==> config.mk <==
export PLATFORM = sky130hd
export DESIGN_NAME = fetch_stage
export DESIGN_NICKNAME = d
export VERILOG_FILES = /design/src/rtl/fetch_pkg.sv /design/src/rtl/fetch_fifo.sv /design/src/rtl/fetch_stage.sv
export SDC_FILE = /design/constraint.sdc
export NUM_CORES = 1
export LEC_CHECK = 0
export BUFFER_PORTS_ARGS = -buffer_cell sky130_fd_sc_hd__buf_4
export CAP_MARGIN = 40
export CORE_ASPECT_RATIO = 1.2
export CORE_UTILIZATION = 44
export CTS_CLUSTER_DIAMETER = 150
export CTS_CLUSTER_SIZE = 8
export DETAILED_ROUTE_END_ITERATION = 12
export PLACE_DENSITY = 0.73
export SYNTH_ARGS = -nofsm -noshare
export SYNTH_HDL_FRONTEND = slang
export SYNTH_SLANG_ARGS = --single-unit
==> constraint.sdc <==
create_clock -name clk_i -period 4.8 [get_ports clk_i]
set_clock_uncertainty 0.05 [all_clocks]
set_input_delay 0 -clock clk_i [delete_from_list [all_inputs] [get_ports clk_i]]
set_output_delay 0 -clock clk_i [all_outputs]
set_load 0.005 [all_outputs]
==> src/rtl/fetch_pkg.sv <==
// Shared types and constants for the instruction fetch stage.
// Imported by fetch_fifo and fetch_stage.
package fetch_pkg;

    localparam int XLEN = 32;

    // Canonical idle instruction (addi x0, x0, 0).
    localparam logic [XLEN-1:0] INSTR_NOP  = 32'h0000_0013;
    localparam logic [XLEN-1:0] ALIGN_MASK = 32'hFFFF_FFFC;
    localparam logic [XLEN-1:0] WORD_BYTES = 32'd4;

    typedef struct packed {
        logic [XLEN-1:0] pc;
        logic [XLEN-1:0] instr;
    } fetch_entry_t;

endpackage

==> src/rtl/fetch_fifo.sv <==
// Prefetch FIFO of {pc, instr} entries with a registered head output,
// flush, and push/pop in the same cycle at any fill level.
module fetch_fifo
    import fetch_pkg::*;
#(
    parameter int DEPTH = 2,
    localparam int CNT_W = $clog2(DEPTH + 1)
) (
    input  logic             clk_i,
    input  logic             rst_i,
    input  logic             push,
    input  logic             pop,
    input  logic             flush,
    input  fetch_entry_t     din,
    output fetch_entry_t     head,
    output logic             full,
    output logic             empty,
    output logic [CNT_W-1:0] count
);

    localparam int PTR_W = $clog2(DEPTH);

    fetch_entry_t     mem [DEPTH];
    logic [PTR_W-1:0] rd_ptr;
    logic [PTR_W-1:0] wr_ptr;
    logic             do_push;
    logic             do_pop;

    assign empty   = (count == '0);
    assign full    = (count == CNT_W'(DEPTH));
    assign do_pop  = pop && !empty;
    // A full FIFO still accepts a push when the head leaves in the same cycle.
    assign do_push = push && (!full || do_pop);
    assign head    = mem[rd_ptr];

    // NOTE: state registers use non-blocking assignments so every flop samples pre-edge values.
    // NOTE: the storage is reset too (it is tiny) so the head output reads zero instead of X.
    always_ff @(posedge clk_i) begin
        if (rst_i) begin
            rd_ptr <= '0;
            wr_ptr <= '0;
            count  <= '0;
            for (int i = 0; i < DEPTH; i++) begin
                mem[i] <= '0;
            end
        end else if (flush) begin
            rd_ptr <= '0;
            wr_ptr <= '0;
            count  <= '0;
        end else begin
            if (do_push) begin
                mem[wr_ptr] <= din;
                wr_ptr      <= wr_ptr + PTR_W'(1);
            end
            if (do_pop) begin
                rd_ptr <= rd_ptr + PTR_W'(1);
            end
            count <= count + CNT_W'(do_push) - CNT_W'(do_pop);
        end
    end

endmodule

==> src/rtl/fetch_stage.sv <==
// Instruction fetch unit: issues word fetches, buffers responses with their PCs,
// and hands them to decode; optional stall counter under FETCH_PERF_CNT_EN.
module fetch_stage
    import fetch_pkg::*;
#(
    parameter logic [XLEN-1:0] BOOT_ADDR  = 32'h0000_0080,
    parameter int              FIFO_DEPTH = 2
) (
    input  logic            clk_i,
    input  logic            rst_i,
    output logic            instr_req_o,
    output logic [XLEN-1:0] instr_addr_o,
    input  logic            instr_gnt_i,
    input  logic            instr_rvalid_i,
    input  logic [XLEN-1:0] instr_rdata_i,
    output logic            req_o,
    output logic [XLEN-1:0] instr_rdata_o,
    output logic [XLEN-1:0] instr_pc_o,
    input  logic            dec_ready_i,
    input  logic            branch_i,
`ifdef FETCH_PERF_CNT_EN
    input  logic [XLEN-1:0] branch_addr_i,
    output logic [XLEN-1:0] stall_cnt_o
`else
    input  logic [XLEN-1:0] branch_addr_i
`endif
);

    localparam int CNT_W = $clog2(FIFO_DEPTH + 1);
    localparam int PTR_W = $clog2(FIFO_DEPTH);

    if (FIFO_DEPTH < 2 || FIFO_DEPTH > 8 || (FIFO_DEPTH & (FIFO_DEPTH - 1)) != 0) begin : g_bad_depth
        $error("fetch_stage: FIFO_DEPTH must be a power of two in 2..8");
    end

    logic [XLEN-1:0]  fetch_addr;
    logic [CNT_W-1:0] outstanding;
    logic [CNT_W-1:0] discard;
    logic [CNT_W-1:0] fifo_count;
    logic [XLEN-1:0]  pc_queue [FIFO_DEPTH];
    logic [PTR_W-1:0] pcq_wr;
    logic [PTR_W-1:0] pcq_rd;
    logic             fifo_empty;
    logic             fifo_full;
    logic             grant;
    logic             rvalid_ok;
    logic             push;
    logic             pop;
    fetch_entry_t     fifo_din;
    fetch_entry_t     fifo_head;

    // Credit check: a head leaving this cycle frees its slot, which keeps a
    // single-cycle memory streaming at one instruction per cycle.
    // NOTE: defaults come first in every always_comb so no path infers a latch.
    always_comb begin
        pop         = !fifo_empty && dec_ready_i;
        instr_req_o = 1'b0;
        if (!rst_i) begin
            instr_req_o = (int'(fifo_count) + int'(outstanding) - int'(pop)) < FIFO_DEPTH;
        end
    end

    assign grant     = instr_req_o && instr_gnt_i;
    assign rvalid_ok = instr_rvalid_i && (outstanding != '0);
    assign push      = rvalid_ok && (discard == '0) && !branch_i;
    assign fifo_din  = '{pc: pc_queue[pcq_rd], instr: instr_rdata_i};

    assign instr_addr_o  = fetch_addr;
    assign req_o         = !fifo_empty;
    assign instr_rdata_o = fifo_head.instr;
    assign instr_pc_o    = fifo_head.pc;

    fetch_fifo #(
        .DEPTH (FIFO_DEPTH)
    ) u_fifo (
        .clk_i (clk_i),
        .rst_i (rst_i),
        .push  (push),
        .pop   (pop),
        .flush (branch_i),
        .din   (fifo_din),
        .head  (fifo_head),
        .full  (fifo_full),
        .empty (fifo_empty),
        .count (fifo_count)
    );

    always_ff @(posedge clk_i) begin
        if (rst_i) begin
            fetch_addr  <= BOOT_ADDR;
            outstanding <= '0;
            discard     <= '0;
            pcq_wr      <= '0;
            pcq_rd      <= '0;
        end else begin
            outstanding <= outstanding + CNT_W'(grant) - CNT_W'(rvalid_ok);
            if (grant) begin
                pcq_wr <= pcq_wr + PTR_W'(1);
            end
            if (rvalid_ok) begin
                pcq_rd <= pcq_rd + PTR_W'(1);
            end
            // Every request still in flight after a redirect belongs to the old stream.
            if (branch_i) begin
                fetch_addr <= branch_addr_i & ALIGN_MASK;
                discard    <= outstanding + CNT_W'(grant) - CNT_W'(rvalid_ok);
            end else begin
                if (grant) begin
                    fetch_addr <= fetch_addr + WORD_BYTES;
                end
                if (rvalid_ok && discard != '0) begin
                    discard <= discard - CNT_W'(1);
                end
            end
        end
    end

    // Entries are always written before they are read, so no reset is needed.
    always_ff @(posedge clk_i) begin
        if (grant) begin
            pc_queue[pcq_wr] <= fetch_addr;
        end
    end

`ifdef FETCH_PERF_CNT_EN
    logic stall;

    assign stall = (req_o && !dec_ready_i) || (instr_req_o && !instr_gnt_i);

    always_ff @(posedge clk_i) begin
        if (rst_i) begin
            stall_cnt_o <= '0;
        end else if (stall && stall_cnt_o != '1) begin
            stall_cnt_o <= stall_cnt_o + 32'd1;
        end
    end
`endif

    a_rvalid_needs_request: assert property (
        @(posedge clk_i) disable iff (rst_i)
        !(instr_rvalid_i && outstanding == '0)
    );

    a_no_overflow: assert property (
        @(posedge clk_i) disable iff (rst_i)
        !(push && fifo_full && !pop)
    );

    a_request_stable: assert property (
        @(posedge clk_i) disable iff (rst_i)
        (instr_req_o && !instr_gnt_i && !branch_i) |=>
            (instr_req_o && instr_addr_o == $past(instr_addr_o))
    );

endmodule

==> impl_metrics.toml, run 1 <==
[logic_synthesis]
synth-async-reset-ratio_pct = 0
ys_seq_area_share_pct = 65.64
yosys_most_used_dff = "edfxtp_1"
ys_ff_latch = 226
synthCells = 724
syn_area_per_cell_um2 = 13.40
synth.distinct_cells = 49
yosys_warnings = 0
synth-edff-count = 184
syn-cell-area_um2 = 9698

[worst_hold_path]
holdCritPathClass = "input port to flip-flop"
hold_start = "instr_gnt_i"

[global_routing]
grt_first_pass_wirelength_um = 32670
grt_max_degree = 63
overflow = 0
antenna_found_initial = 0
grt_pass1_vias = 6543
grt_use_total_pct = 19.00

[floorplanning]
initial_utilization_pct = 44.84
num_rows = 59
dieArea_um2 = 22640
ios = 168
core_area_um2 = 21630
die_w_um = 137.5
die_h_um = 164.6

[route]
drt-wirelength-per-cell_um = 16.92
ant_nets = 0
wirelength_um = 21420
drtPass1Iterations = 5
drt_iter0_drc = 378
drc = 0
via_count = 6529
avgViaCountPerCell = 5.157

[critical_path]
worstSetupStartpoint = "u_fifo.count[1]"
crit_path_start_kind = "flip-flop"
crit_path_top_delay_cell = "or4_1"
critPathRequiredTime_ns = 5.18
r2r-start = "u_fifo.count[1]"
path_cells = "inv_1 > nand2_1 > and2_1 > ha_1 > inv_1 > nand2_1 > fa_1 > nor2b_1 > a32o_2 > buf_4 > nand3_1 > or4_1 > nand3_1 > dlygate4sd3_1"
criticalPathCategory = "flip-flop to flip-flop"
cp.arrival_ns = 4.07
critPathMaxFanout = 15
end_kind = "flip-flop"
critPathMaxStageDelay_ns = 0.55

[sta]
min_period_ns = 3.690
rsz0062_at_grt = "no"
timing.fmax_mhz = 271.0
report.final.slew_viol_count = 0
finalSetupTns_ns = 0
tightestPinTransition_ns = 0.8542
hold_violations = 0
relSlewSlack_pct = 43.05
min_period_over_period_pct = 76.88
setup_viol = 0

[clock_network]
cts_tree = "built"
cts_buffers = 34
clock-sinks = 226
path_clk_slew_ns = 0.05
cts_max_level = 2
clockRootBuffer = "clkbuf_16"
clk_latency_ns = 0.49
clockBufferDepth = 3

[cells_and_area]
fin_cells = 1266
n_antenna_cell = 0
final-seq-area_um2 = 6367
drive_gt1_share_pct = 28.73
nNetsFinal = 1057
fill_cells = 1660
layout_common_cells = "edfxtp_1, buf_4, nor2_1, dlygate4sd3_1, and2_1"
final_common_cell = "edfxtp_1"
multi_input_area_um2 = 3113
syn_to_final_growth_pct = 34.00

[pwr]
clockPowerShare_pct = 37.9
sw_frac_of_total_pct = 24.59
comb_power_share_pct = 17.2
power_density_nw_per_um2 = 423.2
finalPower_w = 0.005500
internal-power_w = 0.004147
p_seq_share_pct = 44.9
leakage_nw = 5.051
max-vdd-ir-drop_v = 0.0002831
net-switching-power_w = 0.001353

[place]
io_buffer_count = 161
gp_congestion = 0.8043
placed_cells = 1131
hpwl_um = 13240

[status]
status = "complete, no violations"

[run]
cap_violations = 0
worst max-delay path, delay by kind of cell, from the launching register on:
family | cells | cell delay [ns]
flops | 1 | 0.31
fa+ha+maj | 2 | 0.78
buf+inv | 4 | 0.94
simple gates | 7 | 1.34
compound gates | 1 | 0.22
layer usage:
| metal | part of all wire [%] | track usage, % |
|---|---|---|
| met1 | 40 | 22.10 |
| met2 | 51 | 33.65 |
| met3 | 5.4 | 3.315 |
| met4 | 3.1 | 8.941 |
| met5 | 0 | 0 |
power groups by stage:
stage / clock network, W / logic [W] / registers, W
floorplan: 0 / 0.000533 / 0.00249
global placement: 0 / 0.000864 / 0.00249
detailed placement: 0 / 0.000884 / 0.00251
CTS: 0.00212 / 0.000947 / 0.00247
global route: 0.00221 / 0.00103 / 0.00249
finish: 0.00208 / 0.000944 / 0.00247
Yosys cell counts, drive strengths merged (14+ instances only):
master	count	share of area [%]
nand3	18	1.1
xor2	14	1.3
mux2	62	7.2
clkbuf	34	1.3
xnor2	16	1.4
nor2	93	3.6
mux2i	34	3.5
inv	15	0.58
dfxtp	42	8.7
and2	70	4.5
edfxtp	184	57
nand2	23	0.89
metrics by stage:
step | worst slack (ns) | instance area (um2) | util (%) | hold slack, ns
finish | 1.110 | 13000 | 60.08 | 0.1263
global route | 0.8997 | 13000 | 60.08 | 0.1364
CTS | 1.143 | 13000 | 60.08 | 0.09683
detailed placement | 1.310 | 11200 | 51.79 | 0.1622
global placement | 1.388 | 11170 | 51.63 | 0.1591
floorplan | 0.6260 | 9709 | - | 0.06460
state kept, by name, summed over array words and instances, names as in the netlist, named ones only:
name,count
outstanding,2
u_fifo.count,2
pcq_wr,1
pcq_rd,1
pc_queue,60
u_fifo.wr_ptr,1
instr_addr_o,30
u_fifo.rd_ptr,1
u_fifo.mem,124
discard,2
path summary, 6_finish.rpt:
check | to | slack, ns | depth (start not counted)
setup reg to reg | instr_addr_o[28] | 1.11 | 14
hold reg to reg | flip-flop | 0.46 | 2
hold / removal | pcq_wr | 0.13 | 5
setup / recovery | instr_addr_o[28] | 1.11 | 14
kinds of logic (layout without fill, tap and decap cells):
kind of cell	Yosys count	after routing	synth area share, %
compound gates	46	46	3.290
xor+xnor	30	30	2.709
fa+ha+maj	9	9	1.239
buf+inv	59	324	2.619
flops	226	226	65.64
mux	96	96	10.71
other cells	1	4	0.03867
simple gates	257	257	13.75
area by class of cell:
class | instances | share of cell area, %
clock buffers | 48 | 7.115
inverters | 16 | 0.4622
well taps | 274 | 2.638
clock inverters | 2 | 0.1348
flip-flops and latches | 226 | 49.00
repair buffers | 258 | 16.70
multi-input cells | 442 | 23.96
timing repair:
item / in CTS / in global routing
setup endpoints to repair: 0 / 0
hold buffers: 85 / 0
setup buffers: 0 / 0
endpoints found under the hold margin: 104 / 0
resized for setup: 0 / 0
Note: power is estimated with default switching activity, not from simulation.
==> run 2, diff against run 1 <==
PLACE_DENSITY = 0.76   (was 0.73)
clock period = 3.2 ns   (was 4.8 ns; I/O delays follow)
==> run 2 against run 1 <==
  * Flip-flop and latch count unchanged
  * Maximum frequency increased by 21%
  * Final area decreased by 0.16%
  * Sequential power increased by 50%
  * First-iteration DRC count decreased by 30%
  * Via count decreased by 1.4%
  * Utilization decreased by 0.098 points
  * Hold slack got worse by 0.022 ns
  * Critical path depth increased by 4
  * Worst setup slack got worse by 0.97 ns
  * Non-clock buffer count decreased by 14
  * Combinational power increased by 56%
  * Critical path type unchanged
  * Critical endpoint is now discard[1]
  * Largest cell class unchanged
  * Largest power group unchanged
==> impl_metrics.toml, run 2 (synthesis results as in run 1) <==
[global_routing]
grt_use_total_pct = 19.45
antenna_found_initial = 0
met2_usage_pct = 35.18
use_met3_pct = 3.530
grt.met1_usage_pct = 22.53
overflow = 0
grt_first_pass_wirelength_um = 33810
grt_max_degree = 63
busiest_layer = "met2"
grt_pass1_vias = 6607

[cells_and_area]
layout_common_cells = "edfxtp_1, buf_4, nor2_1, and2_1, dlygate4sd3_1"
nNetsFinal = 1043
drive_gt1_share_pct = 30.75
fin_cells = 1253
largest_reg_flops = 124
final_common_cell = "edfxtp_1"
multi_input_area_um2 = 3154
fill_cells = 1641
regMostFlops = "u_fifo.mem"
n_antenna_cell = 0
syn_to_final_growth_pct = 33.78
final-seq-area_um2 = 6369

[pwr]
p_seq_share_pct = 44.4
internal-power_w = 0.006275
finalPower_w = 0.008367
clockPowerShare_pct = 38.0
max-vdd-ir-drop_v = 0.0003468
comb_power_share_pct = 17.6
leakage_nw = 5.006
net-switching-power_w = 0.002092
power_density_nw_per_um2 = 644.9
sw_frac_of_total_pct = 25.00

[worst_hold_path]
holdCritPathClass = "input port to flip-flop"

[clock_network]
clk_latency_ns = 0.50
cts_tree = "built"
cts_buffers = 34
cts_max_level = 2
path_clk_slew_ns = 0.05
clockRootBuffer = "clkbuf_16"
clockBufferDepth = 3
clock-sinks = 226

[route]
ant_nets = 0
drc = 0
drtPass1Iterations = 5
drt_iter0_drc = 263
wirelength_um = 21690
avgViaCountPerCell = 5.137
via_count = 6437
drt-wirelength-per-cell_um = 17.31

[sta]
setup_slack_ns = 0.1408
min_period_over_period_pct = 95.60
worst_hold_slack_ns = 0.1047
timing.fmax_mhz = 326.9
tightestPinTransition_ns = 0.7424
finalSetupTns_ns = 0
hold_violations = 0
min_period_ns = 3.059
relSlewSlack_pct = 50.45
report.final.slew_viol_count = 0
setup_viol = 0

[floorplanning]
core_area_um2 = 21630
die_h_um = 164.6
dieArea_um2 = 22640
die_w_um = 137.5
ios = 168
initial_utilization_pct = 44.84
num_rows = 59

[critical_path]
critPathMaxStageDelay_ns = 0.40
end_kind = "flip-flop"
crit_path_top_delay_cell = "fa_1"
criticalPathCategory = "flip-flop to flip-flop"
path_buf_inv = 4
crit_path_start_kind = "flip-flop"
path_common_cell = "inv_2"
cp.arrival_ns = 3.38
critPathTopFamily = "adder cells"
path_cells = "inv_2 > nand2_2 > and2_4 > ha_4 > inv_2 > nand2_1 > fa_1 > nor2b_4 > a32o_2 > inv_2 > ha_1 > inv_1 > ha_2 > xnor2_2 > xnor2_1 > nor2_1 > a21oi_1 > nor2_1"
critPathRequiredTime_ns = 3.52
critPathMaxFanout = 3

[place]
io_buffer_count = 161
hpwl_um = 13850
place_ws_ns = 0.03630
gp_congestion = 0.8451
placed_cells = 1134

[run]
cap_violations = 0

[status]
status = "complete, no violations"
## run 2: cell types whose count changed in the layout (fill, tap and decap cells not counted), sizes merged
cell         change
clkinv           +2
buf              +4
dlygate4sd3     -18
inv              -1
## run 2: layout make-up
class	instances	share of cell area, %
repair buffers	244	16.05
multi-input cells	442	24.31
flip-flops and latches	226	49.09
inverters	16	0.4629
clock buffers	48	7.127
clock inverters	3	0.3183
well taps	274	2.642
## run 2: metal layers
| metal | vias up | share of wire, % |
|---|---|---|
| met1 | 3103 | 40 |
| met3 | 37 | 5.6 |
| met2 | 203 | 52 |
| met5 | - | 0 |
| met4 | 0 | 2.5 |
| li1 | 3094 | - |
## run 2: power by group through the flow
stage               Sequential, W  Combinational [W]  Clock [W]
CTS                       0.00371            0.00145    0.00324
global route              0.00374            0.00160    0.00336
finish                    0.00371            0.00147    0.00318
detailed placement        0.00376            0.00137          0
floorplan                 0.00373           0.000824          0
global placement          0.00374            0.00135          0
## run 2: path summary, 6_finish.rpt
path / from / to / slack, ns / cells after the start
max: u_fifo.count[0] / discard[1] / 0.14 / 18
min: instr_gnt_i / pcq_wr / 0.10 / 5
max reg2reg: u_fifo.count[0] / discard[1] / 0.14 / 18
min reg2reg: pcq_rd / flip-flop / 0.45 / 2
## run 2: worst min-delay path, cell delays in order
cell and delay, ns:
buf_4 0.08, a32o_2 0.17, buf_4 0.20, xnor2_1 0.08, nor2_1 0.07
## run 2: what timing repair did
item	4_1_cts	5_1_grt
hold buffers	67	0
setup endpoints to repair	0	1
buffers inserted	0	1
gates resized for setup	0	5
hold endpoints to repair	106	0
## run 2: stage by stage
| stage | utilization (%) | instance area [um2] |
|---|---|---|
| global route | 59.98 | 12970 |
| detailed placement | 52.27 | 11310 |
| finish | 59.98 | 12970 |
| global placement | 52.20 | 11290 |
| floorplan | - | 9741 |
| CTS | 59.84 | 12940 |
